### src/rtl/seq_shifter_pkg.sv
//==== seq_shifter_pkg : shared op codes and FSM encodings | rev 1.0 ====
`default_nettype none

package seq_shifter_pkg;

  localparam int          DATA_W  = 32;
  localparam int          SHAMT_W = 5;

  localparam logic [1:0]  OP_SLL  = 2'b00;
  localparam logic [1:0]  OP_SRL  = 2'b01;
  localparam logic [1:0]  OP_RSVD = 2'b10;
  localparam logic [1:0]  OP_SRA  = 2'b11;

  typedef enum logic [1:0] {
    ST_IDLE  = 2'd0,
    ST_SHIFT = 2'd1,
    ST_DONE  = 2'd2
  } state_t;

  // Reserved code behaves as a logical right shift.
  function automatic logic is_right(input logic [1:0] op);
    return (op != OP_SLL);
  endfunction

endpackage

`default_nettype wire

### src/rtl/seq_shifter_shift_step.sv
//==== shift_step : combinational one-bit shift by op kind | rev 1.0 ====
`default_nettype none

module shift_step
  import seq_shifter_pkg::*;
(
  input  logic [DATA_W-1:0] value,
  input  logic [1:0]        op,
  output logic [DATA_W-1:0] shifted
);

  logic fill;

  always_comb begin
    fill    = (op == OP_SRA) ? value[DATA_W-1] : 1'b0;
    shifted = value;
    if (is_right(op)) begin
      shifted = {fill, value[DATA_W-1:1]};
    end else begin
      shifted = {value[DATA_W-2:0], 1'b0};
    end
  end

endmodule

`default_nettype wire

### src/rtl/seq_shifter.sv
//==== seq_shifter : sequential shifter, one bit per cycle, IDLE/SHIFT/DONE FSM | rev 1.0 ====
`default_nettype none

module seq_shifter
  import seq_shifter_pkg::*;
(
  input  logic                clk,
  input  logic                rst,
  input  logic                start,
  input  logic [1:0]          op,
  input  logic [DATA_W-1:0]   X,
  input  logic [SHAMT_W-1:0]  shamt,
  output logic                busy,
  output logic                done,
  output logic [DATA_W-1:0]   result
);

  state_t               state;
  state_t               state_next;
  logic [DATA_W-1:0]    work;
  logic [DATA_W-1:0]    work_step;
  logic [SHAMT_W-1:0]   count;
  logic [1:0]           op_q;
  logic [DATA_W-1:0]    result_q;

  shift_step u_shift_step (
    .value   (work),
    .op      (op_q),
    .shifted (work_step)
  );

  always_ff @(posedge clk) begin
    if (rst) begin
      state <= ST_IDLE;
    end else begin
      state <= state_next;
    end
  end

  always_comb begin
    state_next = state;
    case (state)
      ST_IDLE: begin
        if (start) begin
          state_next = (shamt == '0) ? ST_DONE : ST_SHIFT;
        end
      end
      ST_SHIFT: begin
        if (count == SHAMT_W'(1)) begin
          state_next = ST_DONE;
        end
      end
      ST_DONE: begin
        state_next = ST_IDLE;
      end
      default: begin
        state_next = ST_IDLE;
      end
    endcase
  end

  always_ff @(posedge clk) begin
    if (rst) begin
      work     <= '0;
      count    <= '0;
      op_q     <= OP_SLL;
      result_q <= '0;
    end else begin
      case (state)
        ST_IDLE: begin
          if (start) begin
            work  <= X;
            count <= shamt;
            op_q  <= op;
          end
        end
        ST_SHIFT: begin
          work  <= work_step;
          count <= count - SHAMT_W'(1);
        end
        ST_DONE: begin
          result_q <= work;
        end
        default: begin
          work <= work;
        end
      endcase
    end
  end

  // The finished value is forwarded during DONE so result is valid alongside the done pulse.
  always_comb begin
    busy   = (state != ST_IDLE);
    done   = (state == ST_DONE);
    result = (state == ST_DONE) ? work : result_q;
  end

endmodule

`default_nettype wire

### config.mk
export PLATFORM = sky130hd
export DESIGN_NAME = seq_shifter
export DESIGN_NICKNAME = d
export VERILOG_FILES = /design/src/rtl/seq_shifter_pkg.sv /design/src/rtl/seq_shifter_shift_step.sv /design/src/rtl/seq_shifter.sv
export SDC_FILE = /design/constraint.sdc
export NUM_CORES = 1
export LEC_CHECK = 0
export CAP_MARGIN = 20
export CELL_PAD_IN_SITES_DETAIL_PLACEMENT = 0
export CELL_PAD_IN_SITES_GLOBAL_PLACEMENT = 2
export CORE_UTILIZATION = 31
export DETAILED_ROUTE_END_ITERATION = 16
export HOLD_SLACK_MARGIN = 0.08
export PLACE_DENSITY = 0.83
export SYNTH_ARGS = -nofsm -noshare
export SYNTH_HDL_FRONTEND = slang
export SYNTH_SLANG_ARGS = --single-unit
### constraint.sdc
create_clock -name clk -period 1.7 [get_ports clk]
set_clock_uncertainty 0.05 [all_clocks]
set_input_delay 0.17 -clock clk [delete_from_list [all_inputs] [get_ports clk]]
set_output_delay 0.17 -clock clk [all_outputs]
set_load 0.1 [all_outputs]
**After elaboration in Yosys (flattened, before gate mapping)**

Cells that the tools add are included.

- Register bits: 73
- Latch bits: 0
- Bits in writable memories: 0
- Bits in read-only memories: 0
- Input bits: 42
- Output and inout port bits: 34
- Word-level logic and storage cells: 34
- Memories kept: 0

- $add $sub $neg: 1
- $mul: 0
- Divide/modulo/power cells: 0
- Magnitude comparators: 0
- Equal/unequal tests: 7
- Shift-type cells: 0
- Multiplexer cells: 11
- Bitwise operators: 0
- Reductions and logical operators: 9

Operator list:

| operator | count |
|---|---|
| $mux 32 | 3 |
| $pmux 32 s2 | 1 |
| $pmux 5 s2 | 1 |
| $mux 2 | 3 |
| $reduce_and 2->1 | 3 |
| $reduce_bool 2->1 | 3 |
| $eq 5x1->1 const B | 1 |
| $logic_not 5->1 | 1 |
| $mux 5 | 1 |
| $sub 5x1->5 const B | 1 |
| $eq 2x2->1 const B | 2 |
| $ne 2x2->1 const B | 2 |
| $pmux 2 s2 | 1 |
| $ne 3x3->1 const B | 1 |
| $reduce_and 3->1 | 1 |
| $eq 2x1->1 const B | 1 |
| $logic_not 2->1 | 1 |
| $mux 1 | 1 |

**Depth between registers and ports, before layout**

Gate-level depths: netlist of the first run.

- Depth after elaboration: 4
- Mapped depth: 5
- Depth with buffers taken out: 5

**By module**

A second synthesis of the first run with hierarchy kept.

- Cells, all modules: 345
- Area total of the unflattened synthesis: 3,754.9 sq um

By module, submodules not included:

| module | instances | cells an instance | area each (sq um) | sequential area each (sq um) |
|---|---|---|---|---|
| seq_shifter | 1 | 308 | 3,335.7 | 1,461.4 |
| shift_step | 1 | 37 | 419.2 | 0.0 |

**Worst setup path after synthesis of the first run**

Ideal clock, no wire load.

- Kind: register to register
- From: register state[0]
- To: register result_q[10]
- Setup time: 0.115 ns
- Arrival: 1.386 ns
- Slack: 0.149 ns
- Cell stages (with the launch flop): 6
- Buffers on the path: 2
- Clock period less this slack: 1.551 ns
- Cells stage by stage: dfxtp_1 nand2b_1 buf_6 buf_6 mux2_4 and2_1

- Longest elaborated chain between the ends: 2

RTL lines:

| element | RTL line | source |
|---|---|---|
| from (decl) | seq_shifter.sv:18 | `state_t state;` |
| from (signal assigned) | seq_shifter.sv:36 | `state <= state_next;` |
| $eq 2x2->1 | -- |  |
| $mux 32 | -- |  |
| net result[10] | seq_shifter.sv:15 | `output logic [DATA_W-1:0] result` |
| to (signal assigned) | seq_shifter.sv:82 | `result_q <= work;` |
| to (decl) | seq_shifter.sv:24 | `logic [DATA_W-1:0] result_q;` |

The timed path passes the listed nets, and every way through them passes these cells.
A chain may end at the register's enable or synchronous reset.

**Worst setup path in the final report of the first run**

- From: register state[0]
- To: output port result[11]

- Longest elaborated chain between the ends: 2

RTL lines:

| element | RTL line | source |
|---|---|---|
| $eq 2x2->1 | seq_shifter.sv:95 | `result = (state == ST_DONE) ? work : result_q;` |
| $mux 32 | -- |  |
| to (decl) | seq_shifter.sv:15 |  |

Every way passes these cells.

==> run summary, run 1 <==
kind of critical path = flop to primary output
sequential fraction of the synthesis area = 38.4%
Leakage Power = 2.21 nW
setup TNS = -2700 ps
max-cap violations = 0
post-route ant nets = 0
clock-pin slew on the worst setup and hold paths = 60 ps
Initial Util = 31.8%
ys async rst share = 0%
layout cell share with drive strength beyond 1 = 24.4%
CTS tree = done
DRC viols = 0
Post-synth EDFFs = 0
I/O pins = 76
minimum clock period = 1830 ps
Rel. slew slack = 77.9%
crit path DAT = 1610 ps
final non-filler cell total = 651
Power Density = 987 nW/µm²
Die ar. = 12700 µm²
Final WS setup = -130 ps
CP most frequent cell = buf_12
post-DR wirelength/cell = 16.3 µm
slowest stage cell, crit path = dfxtp_2
row cnt = 40
outcome = finished with violations
DP Cell Count = 627
most numerous cell in the Yosys netlist = dfxtp_1
Cell Chain, Critical Path = nand2b_4 > buf_6 > buf_12 > mux2_4 > buf_12
syn avg cell area = 9.03 µm²
drt pass-1 iters = 6
Critical Path RT = 1480 ps
Mapped Area = 3800 µm²
DR vias = 3333
Mapped Cells = 421
final worst path period share = 108%
synth top area cells = dfxtp_1 38%, mux2_4 11%, a21oi_1 7.4%
Buf/Inv on CP = 3
GRT Util Overall = 17.4%
Filler cells = 1136
port bufs = 75
Max Freq = 546 MHz
Area growth, synth to finish = 45.8%
RSZ-0062 raised after global routing = yes
Starting DRT DRC Count = 113
first-pass GRT wire length = 17.4 mm
Top delay family on crit path = buffers and inverters
Hold Fails Final Rpt = 0
failing checks = negative setup slack
die height = 113 µm
Clock Path Buffers = 2
placed inst area = 5130 µm²
nets = 543
maximum vdd drop = 0.543 mV
synth unique cells = 40
post-synth net total = 465
die width = 113 µm
register bit total from synthesis = 73
Post-Layout Inst Area = 5540 µm²
pins over their slew limit = 0
Slew @ Worst Pin = 331 ps
Slowest Stage Delay on Critical Path = 320 ps
vias in the first global route = 3371
worst min path class = input pin to flop
r2r setup slk = 100 ps
Worst-Skew Late Latency = 330 ps
Core Box Area = 12000 µm²
Root Buffer = clkbuf_16
routability cong. = 0.752
antenna violations before repair = 0
CP startpoint kind = flop
CTS sink count = 73
Diodes inserted = 0
Critical Path Fanout Max = 6
synthesis warning total = 0
HPWL after detailed placement = 6.88 mm
synth cell count leaders = 73 x dfxtp_1, 56 x a21oi_1, 55 x o21ai_0, 33 x and2_1, 30 x o21a_1
Overflow after GRT = 0
TritonCTS Buffers = 9
post-cts hold buffer count = 0
pin count of the biggest net entering global routing = 37
Post-synth top flop = dfxtp_1
setup violators final = 27
Setup crit end kind = primary output
area share of the largest cell type after synthesis = 38.4%
Post-Route WL = 10.6 mm
H-tree depth = 3
cell taking the most area after synthesis = dfxtp_1
vias per cell = 5.12
-- cells by family after synthesis --
| family | Yosys count | share of synthesized area [%] |
|---|---|---|
| adders and majority gates | 2 | 0.658 |
| DFF | 73 | 38.4 |
| buffers and inverters | 50 | 6.39 |
| muxes | 34 | 12.9 |
| and+or+nand+nor | 98 | 16.1 |
| AOI/OAI and AO/OA | 164 | 25.6 |
-- through the flow --
step	hold slack (ps)	total power, W	util, %	setup slack, ps
detailed placement	417	0.00373	42.9	70.4
global route	459	0.00574	46.3	-162
global placement	410	0.00371	42.9	130
floorplan	267	0.00312	-	149
CTS	399	0.00552	46.6	-129
finish	408	0.00547	46.3	-130
-- where the power goes --
group	internal (W)	total (W)	switching, W
Combinational	0.000766	0.00171	0.000939
Sequential	0.00188	0.00206	0.000180
Clock	0.000979	0.00170	0.000721
-- timing repair --
action,CTS,global route
resized for setup,12,1
gates cloned,4,0
endpoints found under the setup margin,32,32
buffers inserted,4,2
-- registers in the layout, summed over array words and instances, names as in the netlist --
register	cells
result_q	32
count	5
work	32
state	2
op_q	2
-- per-layer routing --
layer	vias to the layer above	GRT usage, %	routed length (µm)
li1	1658	-	-
met1	1606	23.7	5190
met2	59	27.7	4970
met3	10	3.48	304
met4	0	5.51	140
met5	-	0	0
-- worst reg2reg max path: stages, from the launching register on --
cell,delay [ps]
dfxtp_2,320
buf_4,120
buf_4,180
and2b_2,260
buf_4,170
buf_4,170
o21ai_0,110
a21oi_1,100
-- cell type report --
cell class	instances	area [µm²]	area share (%)
sequential	73	1470	26.5
multi-input combinational	298	2120	38.2
clock inverter	4	20.0	0.361
clock buffer	12	236	4.27
inverter	8	30.0	0.542
tap	147	184	3.32
timing repair buffer	109	1490	26.9
-- worst paths after layout --
path	start	endpoint	cells past startpoint
hold / removal	shamt[3]	count[3]	3
setup / recovery	state[0]	result[11]	5
setup reg to reg	state[0]	work[16]	7
hold reg to reg	count[1]	count[1]	2
-- cell usage in the layout, fill, tap and decap left out, types with 4 or more instances in the layout --
master / n
a21oi_1: 56
a211oi_1: 6
clkdlybuf4s50_1: 41
mux2_4: 32
buf_12: 40
o21a_1: 30
nand2_1: 6
clkinv_2: 4
dfxtp_2: 4
clkbuf_16: 9
nor3b_1: 29
o21ai_0: 55
dfxtp_1: 69
inv_1: 8
buf_4: 23
nor2_1: 12
and2_1: 33
No activity file was read; power rests on OpenSTA's default activity.
==> run 2: changes to the inputs <==
Clock period 1.7 ns to 1.95 ns, I/O delays scaled along.
==> run 2 against run 1 <==
Compared with the run above:
- the run now ends clean
- flip-flop and latch count stayed put
- core utilization is 1.7 points lower
- power is 11% lower
- count of clock-buffer cells in the layout is 2 higher
- first-iteration DRC count is 43% higher
- largest power group unchanged
- combinational power is 20% lower
- largest cell class unchanged
- critical path depth is 1 lower
- via count is 1.3% lower
- clock power hardly changed
- register-to-register slack better by 240 ps
- die area stayed put
==> run summary, run 2 (synthesis gave the netlist of run 1 again) <==
final worst path period share = 96.2%
Int Pwr = 0.00332 W (-8.6%)
Leakage Power = 2.10 nW (-5.3%)
Overflow after GRT = 0 (unchanged)
post-cts hold buffer count = 0 (unchanged)
clock-pin slew on the worst setup and hold paths = 60 ps (about the same)
Die ar. = 12700 µm² (unchanged)
Power Density = 917 nW/µm² (-7.1%)
Final Core Density = 44.6% (-1.7 points)
Reg2Reg Capture Point = work[25]
die height = 113 µm (unchanged)
Starting DRT DRC Count = 162 (+43%)
Setup crit end kind = primary output
Final Power = 0.00489 W (-11%)
Root Buffer = clkbuf_16
postcts setup bufs = 0 (-4)
Max Freq = 533 MHz
r2r setup slk = 340 ps (+240 ps)
Hold Fails Final Rpt = 0 (unchanged)
most frequent cells in the layout = 71 x dfxtp_1, 56 x a21oi_1, 55 x o21ai_0
kind of critical path = flop to primary output
Logic pwr share = 28.0% (-3.2 points)
DRC viols = 0 (unchanged)
RR Startpoint = state[1]
Met1 Wirelength = 4.98 mm (-4.1%)
drt pass-1 iters = 8 (+2)
max layer used = met4
nets = 528 (-2.8%)
crit path DAT = 1630 ps (+20 ps)
CTS tree = done
post-DR wirelength/cell = 16.1 µm (-1.2%)
setup TNS = 0 ps (+2700 ps)
clock group share of total power = 35.1% (+4.0 points)
Rel. slew slack = 65.4% (-12 points)
DR vias = 3291 (-1.3%)
HPWL after detailed placement = 6.87 mm (-0.26%)
routability cong. = 0.774 (+2.9%)
largest registers = result_q: 32 flops, work: 32 flops, count: 5 flops
CP startpoint = state[0]
R2R depth = 4 (-3)
I/O pins = 76 (unchanged)
CTS sink count = 73 (unchanged)
hold_ws = 410 ps (+1.32 ps)
TritonCTS Buffers = 9 (unchanged)
Reg power frac = 36.9% (-0.8 points)
antenna violations before repair = 0 (unchanged)
CP startpoint kind = flop
layout cell share with drive strength beyond 1 = 21.7% (-2.7 points)
Sw Pwr = 0.00157 W (-15%)
Diodes inserted = 0 (unchanged)
vias per cell = 5.17 (+1.1%)
H-tree depth = 3 (unchanged)
WL met3 = 409 µm (+35%)
crit path capture = result[1]
met2 routed WL = 4.71 mm (-5.3%)
pins over their slew limit = 0 (unchanged)
port bufs = 75 (unchanged)
RSZ-0062 raised after global routing = yes
die width = 113 µm (unchanged)
Clock Path Buffers = 2 (unchanged)
Worst-Skew Late Latency = 330 ps (about the same)
Initial Util = 31.8% (unchanged)
outcome = completed
post-route ant nets = 0 (unchanged)
vias in the first global route = 3205 (-4.9%)
Critical Path RT = 1700 ps (+220 ps)
Post-Layout Inst Area = 5340 µm² (-3.7%)
Critical Path Fanout Max = 22 (+16)
first-pass GRT wire length = 16.9 mm (-2.8%)
worst min path class = input pin to flop
pin count of the biggest net entering global routing = 37 (unchanged)
Core Box Area = 12000 µm² (unchanged)
Area growth, synth to finish = 40.4%
Filler cells = 1116 (-1.8%)
Post-Route WL = 10.2 mm (-3.5%)
Net Sw Frac = 32.2% (-1.5 points)
Slew @ Worst Pin = 518 ps (+187 ps)
CTS resizes = 1 (-11)
row cnt = 40 (unchanged)
leading cell type in the layout, fill and taps excluded = dfxtp_1
setup violators final = 0 (-100%)
placed inst area = 5010 µm² (-2.2%)
GRT Util Overall = 16.9% (-0.47 points)
minimum clock period = 1880 ps
max-cap violations = 0 (unchanged)
maximum vdd drop = 0.494 mV (-8.9%)
[run 2: cell types whose count changed in the layout (fill, tap and decap cells not counted), moves of 2 or more]
cell and delta:
buf_12 -5, buf_16 -3, buf_4 -6, clkbuf_8 +3, clkinv_2 -3, dfxtp_1 +2
dfxtp_2 -2, mux2_2 +3, mux2_4 -3
[run 2: per-layer routing]
| layer | track usage [%] | vias to the layer above |
|---|---|---|
| met5 | 0 | - |
| met4 | 5.69 | 0 |
| met3 | 3.64 | 10 |
| met2 | 25.8 | 80 |
| met1 | 23.7 | 1570 |
| li1 | - | 1631 |
[run 2: layout make-up]
cell class | count | area [µm²] | share of cell area [%]
Tap cell | 147 | 184 | 3.45
Inverter | 8 | 30.0 | 0.563
Multi-Input combinational cell | 298 | 2100 | 39.3
Clock inverter | 2 | 35.0 | 0.657
Timing Repair Buffer | 94 | 1250 | 23.4
Clock buffer | 14 | 274 | 5.13
Sequential cell | 73 | 1460 | 27.4
[run 2: worst min path at each step]
| stage | start | slack [ps] | cells past startpoint | to |
|---|---|---|---|---|
| 5_1_grt | shamt[4] | 430 | 3 | count[4] |
| 2_1_floorplan | op[0] | 290 | 2 | op_q[0] |
| 3_5_place_dp | count[1] | 420 | 2 | count[1] |
| 4_1_cts | shamt[4] | 410 | 3 | count[4] |
| 6_report | shamt[4] | 410 | 3 | count[4] |
| 3_3_place_gp | count[1] | 420 | 2 | count[1] |
[run 2: power groups by stage]
stage | Combinational, W | Clock [W] | Sequential (W)
2_1_floorplan | 0.000964 | 0 | 0.00175
3_3_place_gp | 0.00135 | 0 | 0.00183
3_5_place_dp | 0.00136 | 0 | 0.00183
4_1_cts | 0.00137 | 0.00174 | 0.00180
5_1_grt | 0.00148 | 0.00183 | 0.00183
6_report | 0.00137 | 0.00172 | 0.00180
[run 2: through the flow]
| step | instances | setup slack (ps) |
|---|---|---|
| 2_1_floorplan | 421 | 379 |
| 3_3_place_gp | 620 | 252 |
| 3_5_place_dp | 620 | 226 |
| 4_1_cts | 636 | 3.26 |
| 5_1_grt | 636 | 0.623 |
| 6_report | 636 | 73.4 |
[run 2: worst max-delay path: stages, from the launching register on]
cell and delay [ps]:
dfxtp_1 340, nand2b_2 160, buf_12 200, mux2_2 390, buf_12 170
==> run 3: changes to the inputs <==
Settings changed: CORE_UTILIZATION 31 to 34, PLACE_DENSITY 0.83 to 0.89.
Clock period 1.95 ns to 2.2 ns, I/O delays scaled along.
==> run 3 against run 2 <==
Compared with the run above:
- non-clock buffer count down 3
- routed wire length down 5.6%
- die area down 8.7%
- sequential share of layout area rose by 0.60 points
- worst setup slack better by 66 ps
- largest power group unchanged
==> run summary, run 3 (synthesis gave the netlist of run 1 again) <==
leading cell type in the layout, fill and taps excluded = dfxtp_1
post-DR wirelength/cell = 15.4 µm (-4.1%)
I/O pins = 76 (unchanged)
Post-Route WL = 9.67 mm (-5.6%)
final non-filler cell total = 626 (-1.6%)
routability cong. = 0.813 (+5.1%)
Net Sw Frac = 33.5% (+1.3 points)
most frequent cells in the layout = 71 x dfxtp_1, 56 x a21oi_1, 55 x o21ai_0
CP startpoint kind = flop
CP most frequent cell = buf_12
Core Box Area = 10900 µm² (-9.0%)
Die ar. = 11600 µm² (-8.7%)
Sw Pwr = 0.00134 W (-15%)
vias per cell = 5.21 (+0.76%)
Final Core Density = 48.0% (+3.4 points)
TritonCTS Buffers = 9 (unchanged)
nets = 525 (-0.57%)
Hold Fails Final Rpt = 0 (unchanged)
GRT Util Overall = 17.9% (+1.0 points)
CTS sink count = 73 (unchanged)
Leakage Power = 2.04 nW (-2.9%)
clock-pin slew on the worst setup and hold paths = 80 ps (+20 ps)
DR vias = 3264 (-0.82%)
Initial Util = 34.9% (+3.1 points)
port bufs = 75 (unchanged)
Root Buffer = clkbuf_8
HPWL after detailed placement = 6.34 mm (-7.7%)
Power Density = 765 nW/µm² (-17%)
crit path DAT = 1790 ps (+160 ps)
Setup crit end kind = primary output
Reg power frac = 40.3% (+3.4 points)
Overflow after GRT = 0 (unchanged)
Final Power = 0.00399 W (-18%)
Diodes inserted = 0 (unchanged)
Rel. slew slack = 42.9% (-23 points)
Int Pwr = 0.00266 W (-20%)
die height = 108 µm (-4.4%)
post-cts hold buffer count = 0 (unchanged)
DP Cell Count = 610 (-1.6%)
Worst-Skew Late Latency = 350 ps (+20 ps)
minimum clock period = 2060 ps
postcts setup bufs = 0 (unchanged)
slowest stage cell, crit path = dfxtp_1
area of the multi-input gates = 2100 µm² (unchanged)
pins over their slew limit = 0 (unchanged)
Area growth, synth to finish = 37.4%
max-cap violations = 0 (unchanged)
Logic pwr share = 29.3% (+1.3 points)
antenna violations before repair = 0 (unchanged)
Buf/Inv on CP = 2 (unchanged)
CTS resizes = 0 (-1)
setup TNS = 0 ps (unchanged)
layout cell share with drive strength beyond 1 = 21.4% (-0.28 points)
Top delay family on crit path = buffers and inverters
Slew @ Worst Pin = 857 ps (+339 ps)
Clock Path Buffers = 2 (unchanged)
pin count of the biggest net entering global routing = 59 (+59%)
Max Freq = 485 MHz
vias in the first global route = 3211 (+0.19%)
row cnt = 38 (-5.0%)
final worst path period share = 93.6%
kind of critical path = flop to primary output
post-route ant nets = 0 (unchanged)
setup violators final = 0 (unchanged)
H-tree depth = 3 (unchanged)
Cell Chain, Critical Path = nand2b_2 > buf_12 > mux2_2 > buf_12
hold_ws = 433 ps (+23.7 ps)
largest registers = result_q: 32 flops, work: 32 flops, count: 5 flops
Starting DRT DRC Count = 143 (-12%)
outcome = completed
maximum vdd drop = 0.332 mV (-33%)
Critical Path Fanout Max = 33 (+50%)
DRC viols = 0 (unchanged)
clock group share of total power = 30.4% (-4.7 points)
CTS tree = done
Critical Path RT = 1930 ps (+230 ps)
die width = 108 µm (-4.4%)
Slowest Stage Delay on Critical Path = 420 ps (+30 ps)
worst min path class = flop to flop
first-pass GRT wire length = 16.2 mm (-4.1%)
Filler cells = 1059 (-5.1%)
Seq. cell area = 1460 µm² (unchanged)
drt pass-1 iters = 6 (-2)
RSZ-0062 raised after global routing = no
## run 3: cell types whose count changed in the layout (fill, tap and decap cells not counted)
cell and delta:
clkbuf_16 -9, clkbuf_8 +8, buf_4 -2, clkinvlp_4 +2, buf_6 -1, bufinv_16 +1, clkbuf_1 -1, clkinv_2 -1
## run 3: stage by stage
stage / area, µm² / setup slack [ps]
finish: 5220 / 140
detailed placement: 4990 / 270
global placement: 4990 / 370
CTS: 5220 / 106
floorplan: 3800 / 604
global route: 5220 / 58.2
## run 3: cell type report
class / count / area share [%]
Clock buffer: 12 / 2.97
Clock inverter: 4 / 1.44
Inverter: 8 / 0.575
Multi-Input combinational cell: 298 / 40.2
Sequential cell: 73 / 28.0
Tap cell: 140 / 3.35
Timing Repair Buffer: 91 / 23.4
## run 3: per-layer routing
| layer | up-vias | part of all wire [%] | routed length [µm] | GRT usage [%] |
|---|---|---|---|---|
| met5 | - | 0 | 0 | 0 |
| met4 | 0 | 1.2 | 119 | 5.68 |
| met3 | 8 | 4.7 | 455 | 4.00 |
| met2 | 83 | 47 | 4500 | 28.7 |
| met1 | 1553 | 48 | 4600 | 23.8 |
| li1 | 1620 | - | - | - |
## run 3: path summary, 6_finish.rpt
check	startpoint	endpoint	slack (ps)	depth (start not counted)
max	state[1]	result[31]	140	4
min	count[1]	count[1]	430	2
max reg2reg	op_q[0]	work[6]	470	4
min reg2reg	count[1]	count[1]	430	2
## run 3: worst register-to-register path: stages, from the launching register on
cell	delay (ps)
dfxtp_2	890
buf_4	330
nor3b_1	60
o21ai_0	200
a21oi_1	90
## run 3: power groups by stage
stage	combinational (W)	clock, W	sequential [W]
floorplan	0.000854	0	0.00155
global placement	0.00116	0	0.00164
detailed placement	0.00117	0	0.00164
CTS	0.00118	0.00125	0.00161
global route	0.00127	0.00130	0.00164
finish	0.00117	0.00121	0.00161
